File: src/rtl/bip_control.sv
// Control unit for the BIP accumulator CPU: runs fetch/execute over program memory and drives the datapath strobes.
// Define BIP_CONTROL_CYCLE_CNT_EN to build a saturating executed-instruction counter on o_cycle_cnt.
module bip_control #(
    parameter int N_BUS    = 16,
    parameter int N_BUS_IN = 11,
    parameter int N_OPCODE = 5
) (
    input  logic                i_clk,
    input  logic                i_rst_n,
    input  logic                i_start,
    input  logic [N_BUS-1:0]    i_instr,
    output logic [N_BUS_IN-1:0] o_pc_addr,
    output logic [N_BUS_IN-1:0] o_signal,
    output logic [1:0]          o_selA,
    output logic                o_selB,
    output logic                o_WrAcc,
    output logic                o_OP,
    output logic                o_WrRam,
    output logic                o_RdRam,
    output logic                o_halt,
    output logic [15:0]         o_cycle_cnt
);

    typedef enum logic [1:0] {
        ST_IDLE  = 2'd0,
        ST_FETCH = 2'd1,
        ST_EXEC  = 2'd2,
        ST_HALT  = 2'd3
    } state_t;

    localparam logic [N_OPCODE-1:0] OP_HLT  = N_OPCODE'(0);
    localparam logic [N_OPCODE-1:0] OP_STO  = N_OPCODE'(1);
    localparam logic [N_OPCODE-1:0] OP_LD   = N_OPCODE'(2);
    localparam logic [N_OPCODE-1:0] OP_LDI  = N_OPCODE'(3);
    localparam logic [N_OPCODE-1:0] OP_ADD  = N_OPCODE'(4);
    localparam logic [N_OPCODE-1:0] OP_ADDI = N_OPCODE'(5);
    localparam logic [N_OPCODE-1:0] OP_SUB  = N_OPCODE'(6);
    localparam logic [N_OPCODE-1:0] OP_SUBI = N_OPCODE'(7);

    state_t              state_q;
    logic [N_BUS_IN-1:0] pc_q;
    logic [N_BUS-1:0]    ir_q;
    logic [1:0]          sel_a_q;
    logic                sel_b_q, wr_acc_q, op_q, wr_ram_q, rd_ram_q, halt_q;

    logic [N_OPCODE-1:0] fetch_opcode;
    logic [1:0]          sel_a_d;
    logic                sel_b_d, wr_acc_d, op_d, wr_ram_d, rd_ram_d;

    // Strobes are decoded from the word being fetched so they are registered
    // exactly in the EXEC cycle that follows.
    assign fetch_opcode = i_instr[N_BUS-1 -: N_OPCODE];

    always_comb begin
        sel_a_d  = 2'b00;
        sel_b_d  = 1'b0;
        wr_acc_d = 1'b0;
        op_d     = 1'b0;
        wr_ram_d = 1'b0;
        rd_ram_d = 1'b0;
        case (fetch_opcode)
            OP_STO: wr_ram_d = 1'b1;
            OP_LD: begin
                rd_ram_d = 1'b1;
                wr_acc_d = 1'b1;
            end
            OP_LDI: begin
                sel_a_d  = 2'b01;
                wr_acc_d = 1'b1;
            end
            OP_ADD, OP_SUB: begin
                rd_ram_d = 1'b1;
                sel_a_d  = 2'b10;
                wr_acc_d = 1'b1;
                op_d     = (fetch_opcode == OP_SUB);
            end
            OP_ADDI, OP_SUBI: begin
                sel_b_d  = 1'b1;
                sel_a_d  = 2'b10;
                wr_acc_d = 1'b1;
                op_d     = (fetch_opcode == OP_SUBI);
            end
            default: ;
        endcase
    end

    always_ff @(posedge i_clk or negedge i_rst_n) begin
        if (!i_rst_n) begin
            state_q  <= ST_IDLE;
            pc_q     <= '0;
            ir_q     <= '0;
            sel_a_q  <= 2'b00;
            sel_b_q  <= 1'b0;
            wr_acc_q <= 1'b0;
            op_q     <= 1'b0;
            wr_ram_q <= 1'b0;
            rd_ram_q <= 1'b0;
            halt_q   <= 1'b0;
        end else begin
            sel_a_q  <= 2'b00;
            sel_b_q  <= 1'b0;
            wr_acc_q <= 1'b0;
            op_q     <= 1'b0;
            wr_ram_q <= 1'b0;
            rd_ram_q <= 1'b0;
            case (state_q)
                ST_IDLE: begin
                    if (i_start) state_q <= ST_FETCH;
                end
                ST_FETCH: begin
                    ir_q     <= i_instr;
                    sel_a_q  <= sel_a_d;
                    sel_b_q  <= sel_b_d;
                    wr_acc_q <= wr_acc_d;
                    op_q     <= op_d;
                    wr_ram_q <= wr_ram_d;
                    rd_ram_q <= rd_ram_d;
                    state_q  <= ST_EXEC;
                end
                ST_EXEC: begin
                    if (ir_q[N_BUS-1 -: N_OPCODE] == OP_HLT) begin
                        state_q <= ST_HALT;
                        halt_q  <= 1'b1;
                    end else begin
                        pc_q    <= pc_q + 1'b1;  // wraps naturally at the top of memory
                        state_q <= ST_FETCH;
                    end
                end
                default: state_q <= ST_HALT;
            endcase
        end
    end

`ifdef BIP_CONTROL_CYCLE_CNT_EN
    logic [15:0] cycle_cnt_q;

    always_ff @(posedge i_clk or negedge i_rst_n) begin
        if (!i_rst_n) begin
            cycle_cnt_q <= '0;
        end else if (state_q == ST_EXEC && cycle_cnt_q != 16'hFFFF) begin
            cycle_cnt_q <= cycle_cnt_q + 16'd1;
        end
    end

    assign o_cycle_cnt = cycle_cnt_q;
`else
    assign o_cycle_cnt = 16'd0;
`endif

    assign o_pc_addr = pc_q;
    assign o_signal  = ir_q[N_BUS_IN-1:0];
    assign o_selA    = sel_a_q;
    assign o_selB    = sel_b_q;
    assign o_WrAcc   = wr_acc_q;
    assign o_OP      = op_q;
    assign o_WrRam   = wr_ram_q;
    assign o_RdRam   = rd_ram_q;
    assign o_halt    = halt_q;

endmodule

File: config.mk
export PLATFORM = sky130hd
export DESIGN_NAME = bip_control
export DESIGN_NICKNAME = d
export VERILOG_FILES = /design/src/rtl/bip_control.sv
export SDC_FILE = /design/constraint.sdc
export NUM_CORES = 1
export LEC_CHECK = 0
export ABC_AREA = 1
export CAP_MARGIN = 20
export CELL_PAD_IN_SITES_DETAIL_PLACEMENT = 0
export CELL_PAD_IN_SITES_GLOBAL_PLACEMENT = 1
export CORE_AREA = 8 8 77 92
export DETAILED_ROUTE_END_ITERATION = 8
export DIE_AREA = 0 0 85 100
export GPL_TIMING_DRIVEN = 0
export PLACE_DENSITY = 0.93
export SKIP_CTS_REPAIR_TIMING = 1
export SLEW_MARGIN = 20
export SYNTH_ARGS = -nofsm -noshare
export SYNTH_HDL_FRONTEND = slang
export SYNTH_SLANG_ARGS = --single-unit
File: constraint.sdc
create_clock -name i_clk -period 1.7 [get_ports i_clk]
set_input_delay 0.255 -clock i_clk [delete_from_list [all_inputs] [get_ports i_clk]]
set_output_delay 0.255 -clock i_clk [all_outputs]
set_load 0.02 [all_outputs]
==> metrics.yaml <==
cpMaxStageDelayCell: "clkdlybuf4s50_1"
syn_area_um2: 1850
power.leakage_nw: 1.31
root_buffer: "clkbuf_8"
critPathArrivalTime_ps: 1380
die_w_um: 85
place_inst: 353
port_buffers: 48
powerDensity_nw_per_um2: 1100
hold_viol: 0
hold_path.class: "in -> async"
drt_iter0_markers: 10
status: "completed"
grt_start_max_net_pins: 27
clock_latency_ps: 290
setup_viol: 0
gr-max-usage-layer: "met2"
worstPathRequired_ps: 1440
worstPathMaxFanout: 6
wirelength_um: 4110
drc: 0
place.gp.congestion: 0.760
synth_area_leader_cell: "dfrtp_1"
clock-sinks: 37
via_count: 1517
slew_viol_final: 0
postRouteAntennaNets: 0
synth_cells: 225
wl_per_cell_um: 11.4
ios: 65
p_total_mw: 2.86
max_stage_delay_ps: 650
fmax_mhz: 611
endpoint_kind: "output port"
synth_top_area_share_pct: 50.1
fin_cells: 362
path_cells: "clkdlybuf4s50_1"
critPathTopFamily: "buffers and inverters"
ys_types: 21
rsz0062_at_grt: "no"
synth_area_per_cell_um2: 8.21
tritoncts: "done"
grt_pass1_wl_um: 6910
grt_usage_pct: 10.2
die_height_um: 100
antenna_cells: 0
cts_inserted_buffers: 5
ys_ff_latch: 37
clkSlewWorstSetupHoldPaths_ps: 80
core_um2: 5590
yosysSeqAreaShare_pct: 50.1
cap_violations: 0
period_needed_ps: 1640
h-tree-depth: 2
grt_pass1_vias: 1514
die_area_um2: 8500
startpoint_type: "flop"
area_growth_pct: 41.2
start_util_pct: 33.0
crit_type: "reg -> out"
gr-total-overflow: 0
clock_path_buffers: 2
met3_usage_pct: 4.91
synth_area_leaders: "dfrtp_1 (50%), nand2_1 (17%), buf_4 (12%)"
routed_via_density: 4.19
ir_worst_vdd_v: 0.000461
nFillCells: 572
rows: 30
ys_warn_count: 0
drive_gt1_share_pct: 17.4
final_cell_mix: "nand2_1 (82), clkdlybuf4s50_1 (47), dfrtp_1 (37)"
utilization_pct: 46.7
mostFrequentLayoutCell: "nand2_1"
met2_usage_pct: 18.4
dpl.hpwl_um: 3280
first_pass_iters: 4
layout.nets: 317
fin_crit_sh_pct: 96.2
cp_num_buf_inv: 1
antenna_found_initial: 0
skew_ps: 7.60
use_met1_pct: 9.64
## cell type report
type / instances / area [µm²] / area share (%)
Clock inverter: 2 / 37.5 / 1.44
Timing Repair Buffer: 50 / 505 / 19.4
Buffer: 30 / 229 / 8.77
Multi-Input combinational cell: 152 / 668 / 25.6
Sequential cell: 37 / 926 / 35.5
Clock buffer: 6 / 82.6 / 3.16
Tap cell: 64 / 80.1 / 3.07
Inverter: 21 / 81.3 / 3.12
## cell families (layout without fill, tap and decap cells)
| family | after synthesis | after routing | share of synthesized area (%) |
|---|---|---|---|
| buffers and inverters | 51 | 109 | 16.8 |
| other | 1 | 16 | 0.203 |
| AO/OA/AOI/OAI | 12 | 12 | 3.38 |
| adder cells (fa/ha/maj) | 1 | 1 | 0.677 |
| flip-flops | 37 | 37 | 50.1 |
| XOR/XNOR | 3 | 3 | 1.42 |
| AND/OR/NAND/NOR | 120 | 120 | 27.4 |
## flip-flops by register name, indices dropped and copies added (netlist names)
name / count
ir_q: 16
o_OP: 1
o_RdRam: 1
o_WrAcc: 1
o_WrRam: 1
o_halt: 1
o_pc_addr: 11
o_selA: 2
o_selB: 1
state_q: 2
## worst paths after layout
check	from	end	slack (ps)	depth (start not counted)
min in group i_clk	ir_q[4]$_DFFE_PN0P_	ir_q[4]$_DFFE_PN0P_	470	2
min reg2reg	ir_q[4]$_DFFE_PN0P_	ir_q[4]$_DFFE_PN0P_	470	2
min	i_rst_n	ir_q[6]$_DFFE_PN0P_	400	2
max	o_pc_addr[7]$_DFFE_PN0P_	o_pc_addr[7]	60	1
max in group asynchronous	i_rst_n	o_halt$_DFFE_PN0P_	870	3
max reg2reg	o_pc_addr[0]$_DFFE_PN0P_	o_pc_addr[10]$_DFFE_PN0P_	360	6
## metal layers
layer / vias up / share of wire, % / wire (µm)
met5: - / 0 / 0
met4: 0 / 1.6 / 65
met3: 8 / 7.3 / 300
met2: 41 / 53 / 2180
met1: 684 / 38 / 1570
li1: 784 / - / -
## synthesized netlist by cell type, drive strengths merged
cell type  number
a21oi           1
and3            1
buf            30
conb            1
dfrtp          37
ha              1
inv            21
nand2          84
nand3          11
nand3b          2
nor2           22
o21ai          10
o21bai          1
xor2            3
## report_power, final
group | switching (mW) | total [mW] | internal, mW
registers | 0.131 | 1.16 | 1.03
logic | 0.463 | 0.909 | 0.447
clock network | 0.315 | 0.792 | 0.477
## stage by stage
step	area [µm²]	setup TNS, ps	hold WS (ps)	setup WS [ps]
2_1_floorplan	1900	0	-40.6	388
3_5_place_dp	2480	0	165	285
5_1_grt	2610	0	412	12.1
6_report	2610	0	396	64.7
4_1_cts	2600	0	-155	51.3
3_3_place_gp	2460	-19570	455	-530
(Power assumes the default switching activity.)
